<file path="src/rtl/csi2_lp_crc_check_if.sv">
`default_nettype none
// ============================================================================
// Module   : csi2_lp_crc_check_if
// Brief    : Bus bundle for the CSI-2 long-packet CRC checker. Carries the
//            long-packet header, the Gear8 payload beats and the forwarded /
//            result signals. "master" is the upstream side; "slave" is the
//            checker.
// Revision : 1.0 - initial release
// ============================================================================
interface csi2_lp_crc_check_if #(
  parameter int NUM_LANE = 4
);
  // Header and payload from the capture controller
  logic                    lp_en_i;
  logic [5:0]              dt_i;
  logic [1:0]              vc_i;
  logic [15:0]             wc_i;
  logic                    payload_en_i;
  logic [NUM_LANE*8-1:0]   payload_i;

  // Forwarded payload and per-packet result
  logic [NUM_LANE*8-1:0]   data_o;
  logic                    data_en_o;
  logic [NUM_LANE-1:0]     byte_en_o;
  logic                    sop_o;
  logic                    eop_o;
  logic [5:0]              dt_o;
  logic [1:0]              vc_o;
  logic                    crc_valid_o;
  logic                    crc_err_o;
  logic                    pkt_abort_o;
  logic [15:0]             calc_crc_o;
  logic [15:0]             rx_crc_o;
  logic [15:0]             err_cnt_o;

  modport master (
    output lp_en_i, dt_i, vc_i, wc_i, payload_en_i, payload_i,
    input  data_o, data_en_o, byte_en_o, sop_o, eop_o, dt_o, vc_o,
           crc_valid_o, crc_err_o, pkt_abort_o, calc_crc_o, rx_crc_o, err_cnt_o
  );

  modport slave (
    input  lp_en_i, dt_i, vc_i, wc_i, payload_en_i, payload_i,
    output data_o, data_en_o, byte_en_o, sop_o, eop_o, dt_o, vc_o,
           crc_valid_o, crc_err_o, pkt_abort_o, calc_crc_o, rx_crc_o, err_cnt_o
  );
endinterface
`default_nettype wire

</file>
<file path="src/rtl/csi2_lp_crc_check.sv">
`default_nettype none
// ============================================================================
// Module   : csi2_lp_crc_check
// Brief    : Delimits CSI-2 long-packet payloads on the Gear8 path, computes
//            the CRC-16 (0x8408 reflected, seed 0xFFFF) over WC bytes, checks
//            it against the 2-byte footer and forwards the payload with byte
//            enables and SOP/EOP framing.
//            Optional error counter: define CSI2_CRC_ERR_CNT_EN.
// Revision : 1.0 - initial release
// ============================================================================
module csi2_lp_crc_check #(
  parameter int NUM_LANE = 4
) (
  input  logic                clk_byte_i,
  input  logic                reset_i,
  csi2_lp_crc_check_if.slave  bus
);

  localparam int LW = NUM_LANE * 8;

  typedef enum logic [1:0] {
    S_IDLE   = 2'd0,
    S_DATA   = 2'd1,
    S_CRC    = 2'd2,
    S_RESULT = 2'd3
  } state_t;

  // Packet tracking
  state_t          state_q;
  logic [15:0]     rem_q;
  logic [15:0]     crc_q;
  logic [15:0]     rx_q;
  logic [1:0]      ftr_cnt_q;
  logic            first_q;
  logic            eop_done_q;

  // Registered outputs
  logic [5:0]      dt_q;
  logic [1:0]      vc_q;
  logic [LW-1:0]   data_q;
  logic            data_en_q;
  logic [NUM_LANE-1:0] byte_en_q;
  logic            sop_q;
  logic            eop_q;
  logic            crc_valid_q;
  logic            crc_err_q;
  logic            abort_q;
  logic [15:0]     calc_q;
  logic [15:0]     rxo_q;

  // Per-beat combinational results
  logic            hdr_d;
  logic            abort_d;
  logic            last_d;
  logic [2:0]      k_d;
  logic [NUM_LANE-1:0] lane_en_d;
  logic [LW-1:0]   masked_d;
  logic [15:0]     crc_d;
  logic [15:0]     rx_d;
  logic [1:0]      ftr_cnt_d;
  logic            ftr_win_d;
  logic            done_d;
  logic            err_d;

  // One byte through the reflected CCITT CRC, LSB first
  function automatic logic [15:0] crc_byte(input logic [15:0] c, input logic [7:0] b);
    logic [15:0] r;
    r = c;
    for (int j = 0; j < 8; j++) begin
      r = (r[0] ^ b[j]) ? ((r >> 1) ^ 16'h8408) : (r >> 1);
    end
    return r;
  endfunction

  // Split the current beat into data lanes and footer lanes, fold the CRC
  always_comb begin
    hdr_d     = bus.lp_en_i;
    abort_d   = hdr_d && ((state_q == S_DATA) || (state_q == S_CRC));
    last_d    = (rem_q <= 16'(NUM_LANE));
    k_d       = 3'd0;
    if (state_q == S_DATA) begin
      k_d = last_d ? rem_q[2:0] : 3'(NUM_LANE);
    end

    lane_en_d = '0;
    masked_d  = '0;
    crc_d     = crc_q;
    for (int i = 0; i < NUM_LANE; i++) begin
      if (3'(i) < k_d) begin
        lane_en_d[i]      = 1'b1;
        masked_d[i*8 +: 8] = bus.payload_i[i*8 +: 8];
        crc_d             = crc_byte(crc_d, bus.payload_i[i*8 +: 8]);
      end
    end

    // Footer bytes follow the data bytes, possibly spilling into later beats
    ftr_win_d = ((state_q == S_DATA) && last_d) || (state_q == S_CRC);
    ftr_cnt_d = (state_q == S_CRC) ? ftr_cnt_q : 2'd0;
    rx_d      = rx_q;
    for (int i = 0; i < NUM_LANE; i++) begin
      if (ftr_win_d && (3'(i) >= k_d) && (ftr_cnt_d != 2'd2)) begin
        if (ftr_cnt_d == 2'd0) begin
          rx_d[7:0] = bus.payload_i[i*8 +: 8];
        end else begin
          rx_d[15:8] = bus.payload_i[i*8 +: 8];
        end
        ftr_cnt_d = ftr_cnt_d + 2'd1;
      end
    end

    done_d = bus.payload_en_i && !hdr_d && (ftr_cnt_d == 2'd2);
    err_d  = (crc_d != rx_d);
  end

  // Packet FSM with registered forwarding and result outputs
  always_ff @(posedge clk_byte_i or posedge reset_i) begin
    if (reset_i) begin
      state_q     <= S_IDLE;
      rem_q       <= '0;
      crc_q       <= 16'hFFFF;
      rx_q        <= '0;
      ftr_cnt_q   <= '0;
      first_q     <= 1'b0;
      eop_done_q  <= 1'b0;
      dt_q        <= '0;
      vc_q        <= '0;
      data_q      <= '0;
      data_en_q   <= 1'b0;
      byte_en_q   <= '0;
      sop_q       <= 1'b0;
      eop_q       <= 1'b0;
      crc_valid_q <= 1'b0;
      crc_err_q   <= 1'b0;
      abort_q     <= 1'b0;
      calc_q      <= '0;
      rxo_q       <= '0;
    end else begin
      data_en_q   <= 1'b0;
      byte_en_q   <= '0;
      sop_q       <= 1'b0;
      eop_q       <= 1'b0;
      crc_valid_q <= 1'b0;
      crc_err_q   <= 1'b0;
      abort_q     <= 1'b0;

      if (hdr_d) begin
        // A header always wins: it starts a new packet and, mid-packet,
        // closes the old one as an aborted error result.
        dt_q       <= bus.dt_i;
        vc_q       <= bus.vc_i;
        rem_q      <= bus.wc_i;
        crc_q      <= 16'hFFFF;
        rx_q       <= '0;
        ftr_cnt_q  <= '0;
        first_q    <= 1'b1;
        eop_done_q <= (bus.wc_i == 16'd0);
        eop_q      <= (bus.wc_i == 16'd0) || (abort_d && !eop_done_q);
        state_q    <= (bus.wc_i != 16'd0) ? S_DATA : S_CRC;
        if (abort_d) begin
          crc_valid_q <= 1'b1;
          crc_err_q   <= 1'b1;
          abort_q     <= 1'b1;
          calc_q      <= crc_q;
          rxo_q       <= rx_q;
        end
      end else begin
        case (state_q)
          S_DATA: begin
            if (bus.payload_en_i) begin
              crc_q     <= crc_d;
              rem_q     <= rem_q - 16'(k_d);
              data_q    <= masked_d;
              data_en_q <= 1'b1;
              byte_en_q <= lane_en_d;
              sop_q     <= first_q;
              first_q   <= 1'b0;
              rx_q      <= rx_d;
              ftr_cnt_q <= ftr_cnt_d;
              if (last_d) begin
                eop_q      <= 1'b1;
                eop_done_q <= 1'b1;
                state_q    <= done_d ? S_RESULT : S_CRC;
              end
            end
          end
          S_CRC: begin
            if (bus.payload_en_i) begin
              rx_q      <= rx_d;
              ftr_cnt_q <= ftr_cnt_d;
              if (done_d) begin
                state_q <= S_RESULT;
              end
            end
          end
          default: state_q <= S_IDLE;
        endcase

        if (done_d) begin
          crc_valid_q <= 1'b1;
          crc_err_q   <= err_d;
          calc_q      <= crc_d;
          rxo_q       <= rx_d;
        end
      end
    end
  end

`ifdef CSI2_CRC_ERR_CNT_EN
  logic [15:0] err_cnt_q;

  // Count failed results (mismatch or abort), sticking at all-ones
  always_ff @(posedge clk_byte_i or posedge reset_i) begin
    if (reset_i) begin
      err_cnt_q <= '0;
    end else if ((abort_d || (done_d && err_d)) && (err_cnt_q != 16'hFFFF)) begin
      err_cnt_q <= err_cnt_q + 16'd1;
    end
  end

  assign bus.err_cnt_o = err_cnt_q;
`else
  assign bus.err_cnt_o = 16'h0000;
`endif

  assign bus.dt_o        = dt_q;
  assign bus.vc_o        = vc_q;
  assign bus.data_o      = data_q;
  assign bus.data_en_o   = data_en_q;
  assign bus.byte_en_o   = byte_en_q;
  assign bus.sop_o       = sop_q;
  assign bus.eop_o       = eop_q;
  assign bus.crc_valid_o = crc_valid_q;
  assign bus.crc_err_o   = crc_err_q;
  assign bus.pkt_abort_o = abort_q;
  assign bus.calc_crc_o  = calc_q;
  assign bus.rx_crc_o    = rxo_q;

endmodule
`default_nettype wire

</file>
<file path="src/flat_wrapper.sv">
// flat-port wrapper written by rule: the top's interface ports become plain ports
module csi2_lp_crc_check_flat 
#(
  parameter int NUM_LANE = 4
)
  (clk_byte_i, reset_i, bus_lp_en_i, bus_dt_i, bus_vc_i, bus_wc_i, bus_payload_en_i, bus_payload_i, bus_data_o, bus_data_en_o, bus_byte_en_o, bus_sop_o, bus_eop_o, bus_dt_o, bus_vc_o, bus_crc_valid_o, bus_crc_err_o, bus_pkt_abort_o, bus_calc_crc_o, bus_rx_crc_o, bus_err_cnt_o);
  csi2_lp_crc_check_if #(.NUM_LANE(NUM_LANE)) bus_i ();
  input  logic clk_byte_i;
  input  logic reset_i;
  input wire logic [$bits(bus_i.lp_en_i)-1:0] bus_lp_en_i;
  input wire logic [$bits(bus_i.dt_i)-1:0] bus_dt_i;
  input wire logic [$bits(bus_i.vc_i)-1:0] bus_vc_i;
  input wire logic [$bits(bus_i.wc_i)-1:0] bus_wc_i;
  input wire logic [$bits(bus_i.payload_en_i)-1:0] bus_payload_en_i;
  input wire logic [$bits(bus_i.payload_i)-1:0] bus_payload_i;
  output wire logic [$bits(bus_i.data_o)-1:0] bus_data_o;
  output wire logic [$bits(bus_i.data_en_o)-1:0] bus_data_en_o;
  output wire logic [$bits(bus_i.byte_en_o)-1:0] bus_byte_en_o;
  output wire logic [$bits(bus_i.sop_o)-1:0] bus_sop_o;
  output wire logic [$bits(bus_i.eop_o)-1:0] bus_eop_o;
  output wire logic [$bits(bus_i.dt_o)-1:0] bus_dt_o;
  output wire logic [$bits(bus_i.vc_o)-1:0] bus_vc_o;
  output wire logic [$bits(bus_i.crc_valid_o)-1:0] bus_crc_valid_o;
  output wire logic [$bits(bus_i.crc_err_o)-1:0] bus_crc_err_o;
  output wire logic [$bits(bus_i.pkt_abort_o)-1:0] bus_pkt_abort_o;
  output wire logic [$bits(bus_i.calc_crc_o)-1:0] bus_calc_crc_o;
  output wire logic [$bits(bus_i.rx_crc_o)-1:0] bus_rx_crc_o;
  output wire logic [$bits(bus_i.err_cnt_o)-1:0] bus_err_cnt_o;
  assign bus_i.lp_en_i = bus_lp_en_i;
  assign bus_i.dt_i = bus_dt_i;
  assign bus_i.vc_i = bus_vc_i;
  assign bus_i.wc_i = bus_wc_i;
  assign bus_i.payload_en_i = bus_payload_en_i;
  assign bus_i.payload_i = bus_payload_i;
  assign bus_data_o = bus_i.data_o;
  assign bus_data_en_o = bus_i.data_en_o;
  assign bus_byte_en_o = bus_i.byte_en_o;
  assign bus_sop_o = bus_i.sop_o;
  assign bus_eop_o = bus_i.eop_o;
  assign bus_dt_o = bus_i.dt_o;
  assign bus_vc_o = bus_i.vc_o;
  assign bus_crc_valid_o = bus_i.crc_valid_o;
  assign bus_crc_err_o = bus_i.crc_err_o;
  assign bus_pkt_abort_o = bus_i.pkt_abort_o;
  assign bus_calc_crc_o = bus_i.calc_crc_o;
  assign bus_rx_crc_o = bus_i.rx_crc_o;
  assign bus_err_cnt_o = bus_i.err_cnt_o;
  csi2_lp_crc_check #(.NUM_LANE(NUM_LANE)) u_core (.clk_byte_i(clk_byte_i), .reset_i(reset_i), .bus(bus_i));
endmodule
</file>
<file path="config.mk">
export PLATFORM = sky130hd
export DESIGN_NAME = csi2_lp_crc_check_flat
export DESIGN_NICKNAME = d
export VERILOG_FILES = /design/src/rtl/csi2_lp_crc_check_if.sv /design/src/rtl/csi2_lp_crc_check.sv /design/src/flat_wrapper.sv
export SDC_FILE = /design/constraint.sdc
export NUM_CORES = 1
export LEC_CHECK = 0
export CAP_MARGIN = 15
export CORE_ASPECT_RATIO = 1.25
export CORE_MARGIN = 2
export CORE_UTILIZATION = 25
export DETAILED_ROUTE_END_ITERATION = 7
export HOLD_SLACK_MARGIN = 0.15
export SKIP_CTS_REPAIR_TIMING = 1
export SYNTH_ARGS = -nofsm -noshare
export SYNTH_HDL_FRONTEND = slang
export SYNTH_SLANG_ARGS = --single-unit
export TNS_END_PERCENT = 50
</file>
<file path="constraint.sdc">
create_clock -name clk_byte_i -period 16.35 [get_ports clk_byte_i]
set_input_delay 4.0875 -clock clk_byte_i [delete_from_list [all_inputs] [get_ports clk_byte_i]]
set_output_delay 4.0875 -clock clk_byte_i [all_outputs]
set_load 0.03 [all_outputs]
</file>
Yosys cells after proc, flatten, opt, wreduce, memory -nomap -nowiden
Cells that the tools add are included.
W data, S select, Z words.
{"block": "totals", "register_bits": 136, "output_inout_bits": 98}
{"block": "classes", "addsub": 5, "n_lt_le_gt_ge": 9, "n_eq_ne": 13, "n_mux": 115, "bitwise": 65, "n_reduce_logical": 36}
{"cell": "$mux W16", "n": 55}
{"cell": "$mux W8", "n": 12}
{"cell": "$not A2 Y3", "n": 32}
{"cell": "$xor A1 B1 Y1", "n": 32}
{"cell": "$mux W1", "n": 28}
{"cell": "$mux W2", "n": 14}
{"cell": "$le A16 B3 Y1 const B", "n": 1}
{"cell": "$logic_not A16 Y1", "n": 1}
{"cell": "$ne A16 B16 Y1", "n": 1}
{"cell": "$reduce_bool A16 Y1", "n": 1}
{"cell": "$sub A16 B3 Y16", "n": 1}
{"cell": "$logic_and A1 B1 Y1", "n": 13}
{"cell": "$mux W4", "n": 3}
{"cell": "$reduce_bool A2 Y1", "n": 5}
{"cell": "$add A2 B1 Y2 const B", "n": 4}
{"cell": "$logic_not A2 Y1", "n": 4}
{"cell": "$ne A2 B2 Y1 const B", "n": 4}
{"cell": "$ge A1 B3 Y1 const A", "n": 2}
{"cell": "$ge A2 B3 Y1 const A", "n": 2}
{"cell": "$lt A1 B3 Y1 const A", "n": 2}
{"cell": "$lt A2 B3 Y1 const A", "n": 2}
{"cell": "$mux W3", "n": 2}
{"cell": "$ne A3 B2 Y1 const B", "n": 2}
{"cell": "$ne A3 B3 Y1 const B", "n": 2}
{"cell": "11 further kinds", "n": 18}

Longest topological paths before layout
{"block": "logic_depth", "word_depth": 71, "depth_mapped": 31, "ltp_nobuf": 29}

Worst setup path before layout
OpenSTA, ideal clock, no wires.
{"block": "synth_path", "kind": "input -> register", "startpoint": "in bus_payload_i[1]", "endpoint": "reg u_core.crc_err_q, in the netlist u_core.bus.crc_err_o", "arrival_time_ps": 7957, "t_required_ps": 16206, "path_slack_ps": 8249, "cell_stages": 16, "cell_sequence": "clkbuf_1 > xnor3_1 > xnor3_1 > xnor2_1 > mux2i_1 > a21oi_2 > xor2_1 > xnor2_1 > and2_1 > o32ai_1 > xnor2_1 > and3_1 > a211o_1 > or4_1 > nor4_1 > a41oi_1"}
{"block": "synth_via", "elab_chain_len": 46, "elab_cells_between_ends": 88}
{"item": "from (decl)", "line": "flat_wrapper.sv:15", "source": "input wire logic [$bits(bus_i.payload_i)-1:0] bus_payload_i;"}
{"item": "$xor A1 B1 Y1", "line": "csi2_lp_crc_check.sv:70", "source": "r = (r[0] ^ b[j]) ? ((r >> 1) ^ 16'h8408) : (r >> 1);"}
{"item": "$mux W16 (4 in series)", "line": "csi2_lp_crc_check.sv:70"}
{"item": "$xor A1 B1 Y1", "line": "csi2_lp_crc_check.sv:70"}
{"item": "$mux W16 (3 in series)", "line": "csi2_lp_crc_check.sv:70"}
{"item": "$mux W16", "line": "csi2_lp_crc_check.sv:89", "source": "if (3'(i) < k_d) begin"}
{"item": "$mux W16", "line": "csi2_lp_crc_check.sv:70"}
{"item": "$xor A1 B1 Y1", "line": "csi2_lp_crc_check.sv:70"}
{"item": "$mux W16 (4 in series)", "line": "csi2_lp_crc_check.sv:70"}
{"item": "[... 18 more ...]"}
{"item": "$mux W16 (4 in series)", "line": "csi2_lp_crc_check.sv:70"}
{"item": "$xor A1 B1 Y1 / $mux W16 (equally long branches)", "line": "csi2_lp_crc_check.sv:70"}
{"item": "$mux W16 / $not A2 Y3 (equally long branches)"}
{"item": "$mux W16 (2 in series)", "line": "csi2_lp_crc_check.sv:70"}
{"item": "$mux W16", "line": "csi2_lp_crc_check.sv:89"}
{"item": "$ne A16 B16 Y1 *", "line": "csi2_lp_crc_check.sv:112", "source": "err_d = (crc_d != rx_d);"}
{"item": "$mux W1 *", "line": "csi2_lp_crc_check.sv:198", "source": "if (done_d) begin"}
{"item": "$mux W1 *", "line": "csi2_lp_crc_check.sv:146", "source": "if (hdr_d) begin"}
{"item": "to (signal assigned)", "line": "csi2_lp_crc_check.sv:200", "source": "crc_err_q <= err_d;"}
{"item": "to (decl)", "line": "csi2_lp_crc_check.sv:46", "source": "logic crc_err_q;"}
Every way passes the cells marked *; elsewhere a longest branch is shown, timed or not.
A chain may end at the register's enable or synchronous reset.

Final worst setup path
Same ends and word-level chain as after synthesis.

==> flow_summary.ini <==
[placement]
place_hpwl_mm = 28.9
globalplace.congestion = 0.985
portBuffers = 141

[critical_path]
required_ns = 16.65
timing.critical_path.mode_cell = xnor2_1
crit_slowest_cell = clkdlybuf4s50_1
path_class = primary input to register
crit_family = XOR/XNOR gates
cp-end-kind = register
crit_path_start_kind = primary input
worstPathCellList = clkdlybuf4s50_1 -> xnor3_1 -> xnor3_1 -> xnor2_1 -> mux2i_1 -> xnor2_1 -> nand3b_1 -> nand4_2 -> xor2_1 -> nand2_1 -> xnor2_1 -> o32ai_1 -> or4_1 -> nor4_1 -> a41oi_1
crit_buf_inv = 1
slowest_delay_ns = 0.78
critical_path_arrival_ns = 9.26
cp_max_fo = 6

[route]
wirelength_mm = 37.7
drt_first_pass_iters = 5
routedWlPerCell_um = 20.4
vias = 9183
drtIter0Drc = 652
vias_per_cell = 4.97
drt.antenna.violating_nets = 0
post-route-drc-count = 0

[synthesis]
ys.flop_type = dfrtp_1
synth_mux_area_share_pct = 6.98
synthArstFlopShare_pct = 100
synthXorXnorAreaFrac_pct = 17.8
synth-seq-area-share_pct = 33.3
yosysMostFrequentCell = nand2_1
synth_compound_area_share_pct = 18.6
synth.top_cell.area_share_pct = 29.2
yosys_register_bits = 136
yosys.area_share.simple_pct = 16.2
ys_warn_count = 0
synth_top_family_by_area = compound AO/OA/AOI/OAI gates
synth_edf_count = 0
syn_inst = 1187
synth-adder-area-share_pct = 1.78
synth_cell_type_count = 83
synthDominantAreaCellType = dfrtp_1
syn-mean-instance-area_um2 = 8.66
synth_area_leaders = dfrtp_1, xnor2_1, nand2_1, mux2i_1, o21ai_0
syn-cell-area_um2 = 10300
synthTopCellsByCount = nand2_1, dfrtp_1, xnor2_1

[clock_tree]
cts.sinks = 136
clockBufferDepth = 2
clock_latency_ns = 0.46
cts_root_buf = clkbuf_16
htreeDepth = 4
cts_tree = done
clk_pin_slew_worst_paths_ns = 0.06
cts_inserted_buffers = 17

[die]
initial_core_util_pct = 25.2
dieArea_um2 = 42700
core-area_um2 = 40800
io-pin-count = 158
row_count = 83
die_h_um = 231
die_w_um = 185

[hold_path]
min_path_type = register to register

[global_routing]
grt_pass1_wl_mm = 56.3
grt_max_degree = 70
antenna_found_initial = 0
track_usage_pct = 17.8
grt_overflow_total = 0
grt_pass1_vias = 8873

[timing]
slew_viol_final = 0
clock_skew_ns = 0.00998
fmax_ghz = 0.112
worstMarginPinSlew_ns = 0.950
finalSetupTns_ns = 0
setup_viol = 0
max_slew_margin_pct = 36.6
period_share_pct = 54.8
hold_ws_ns = 0.469
finalHoldViolations = 0
rsz0062_at_grt = no
fin_crit_ns = 8.96

[cells_and_area]
final_nets = 1355
antenna_cells = 0
drive_gt1_share_pct = 8.81
syn_to_final_growth_pct = 23.8

[outcome]
outcome = finished, final reports clean

[run]
maxCapViolations = 0
-- logic make-up after synthesis --
group,after synthesis
XOR/XNOR,176
flip-flops,136
other,1
adder cells (fa/ha/maj),14
multiplexers,69
AO/OA/AOI/OAI,296
AND/OR/NAND/NOR,370
buffers and inverters,125
-- registers in the layout, summed over array words and instances (netlist names), 2 cells and up --
register and count:
u_core.bus.byte_en_o 4, u_core.bus.calc_crc_o 16, u_core.bus.data_o 32, u_core.bus.dt_o 6, u_core.bus.rx_crc_o 16, u_core.bus.vc_o 2
u_core.crc_q 16, u_core.ftr_cnt_q 2, u_core.rem_q 16, u_core.rx_q 16, u_core.state_q 2
-- cell type report --
type | count | area, um2
fill | 4253 | 28100
multi-input combinational | 941 | 6390
sequential | 136 | 3420
timing repair buffer | 155 | 1510
tap | 552 | 691
clock buffer | 22 | 464
clock inverter | 10 | 119
inverter | 30 | 118
-- tightest hold or removal path: cells and delay by family (launching register included) --
kind          cells  cell delay (ns)
flops             1             0.34
simple gates      2             0.10
-- cells in the final DEF (no fill, tap or decap), types with 4 or more instances in the layout --
cell type / instances
nand2_1: 174
a22o_1: 18
o21ai_0: 95
xor2_1: 50
nor3_1: 12
or4_1: 6
dfstp_2: 16
and3_1: 4
conb_1: 16
mux2_2: 10
nand3_1: 37
dfrtp_1: 120
a211oi_1: 23
clkdlybuf4s50_1: 140
o211ai_1: 16
nand2b_1: 4
xnor3_1: 13
nor2_1: 82
nor4_1: 12
a21oi_1: 71
or3_1: 10
xnor2_1: 103
or2_2: 7
xnor2_2: 5
clkbuf_16: 17
inv_1: 28
o22ai_1: 7
a41oi_1: 4
buf_4: 14
a31oi_1: 4
o21a_1: 7
mux2i_1: 56
o2111ai_1: 4
a21oi_2: 4
and2_1: 7
ha_1: 13
-- layer usage --
layer	track usage (%)	routed length (um)	up-vias
met4	9.28	1840	0
met3	3.71	2280	75
met5	0	0	-
met2	28.3	17400	326
li1	-	-	4302
met1	22.6	16200	4480
-- path summary, 6_finish.rpt --
kind	start	end	slack [ns]	cells after the start
worst max-delay path	bus_payload_i[1]	u_core.bus.crc_err_o$_DFF_PP0_	7.39	15
min in group asynchronous	reset_i	u_core.bus.rx_crc_o[4]$_DFFE_PP0P_	4.10	2
worst max register to register	u_core.rem_q[10]$_DFFE_PP0P_	u_core.bus.crc_err_o$_DFF_PP0_	8.00	25
worst min-delay path	u_core.bus.data_o[31]$_DFFE_PP0P_	u_core.bus.data_o[31]$_DFFE_PP0P_	0.47	2
worst min register to register	u_core.bus.data_o[31]$_DFFE_PP0P_	u_core.bus.data_o[31]$_DFFE_PP0P_	0.47	2
max in group asynchronous	reset_i	u_core.bus.data_o[8]$_DFFE_PP0P_	10.83	3
-- stage by stage --
stage / area (um2) / util [%] / setup slack [ns] / std cells
5_1_grt: 12700 / 31.2 / 7.15 / 1846
3_3_place_gp: 12100 / 29.7 / 7.14 / 1814
4_1_cts: 12700 / 31.2 / 7.49 / 1846
3_5_place_dp: 12100 / 29.7 / 7.04 / 1814
2_1_floorplan: 10300 / - / 8.25 / 1202
6_report: 12700 / 31.2 / 7.39 / 1846
Power is not shown: default switching activity piles up to over one toggle a cycle in this logic, so the estimate is an artifact.
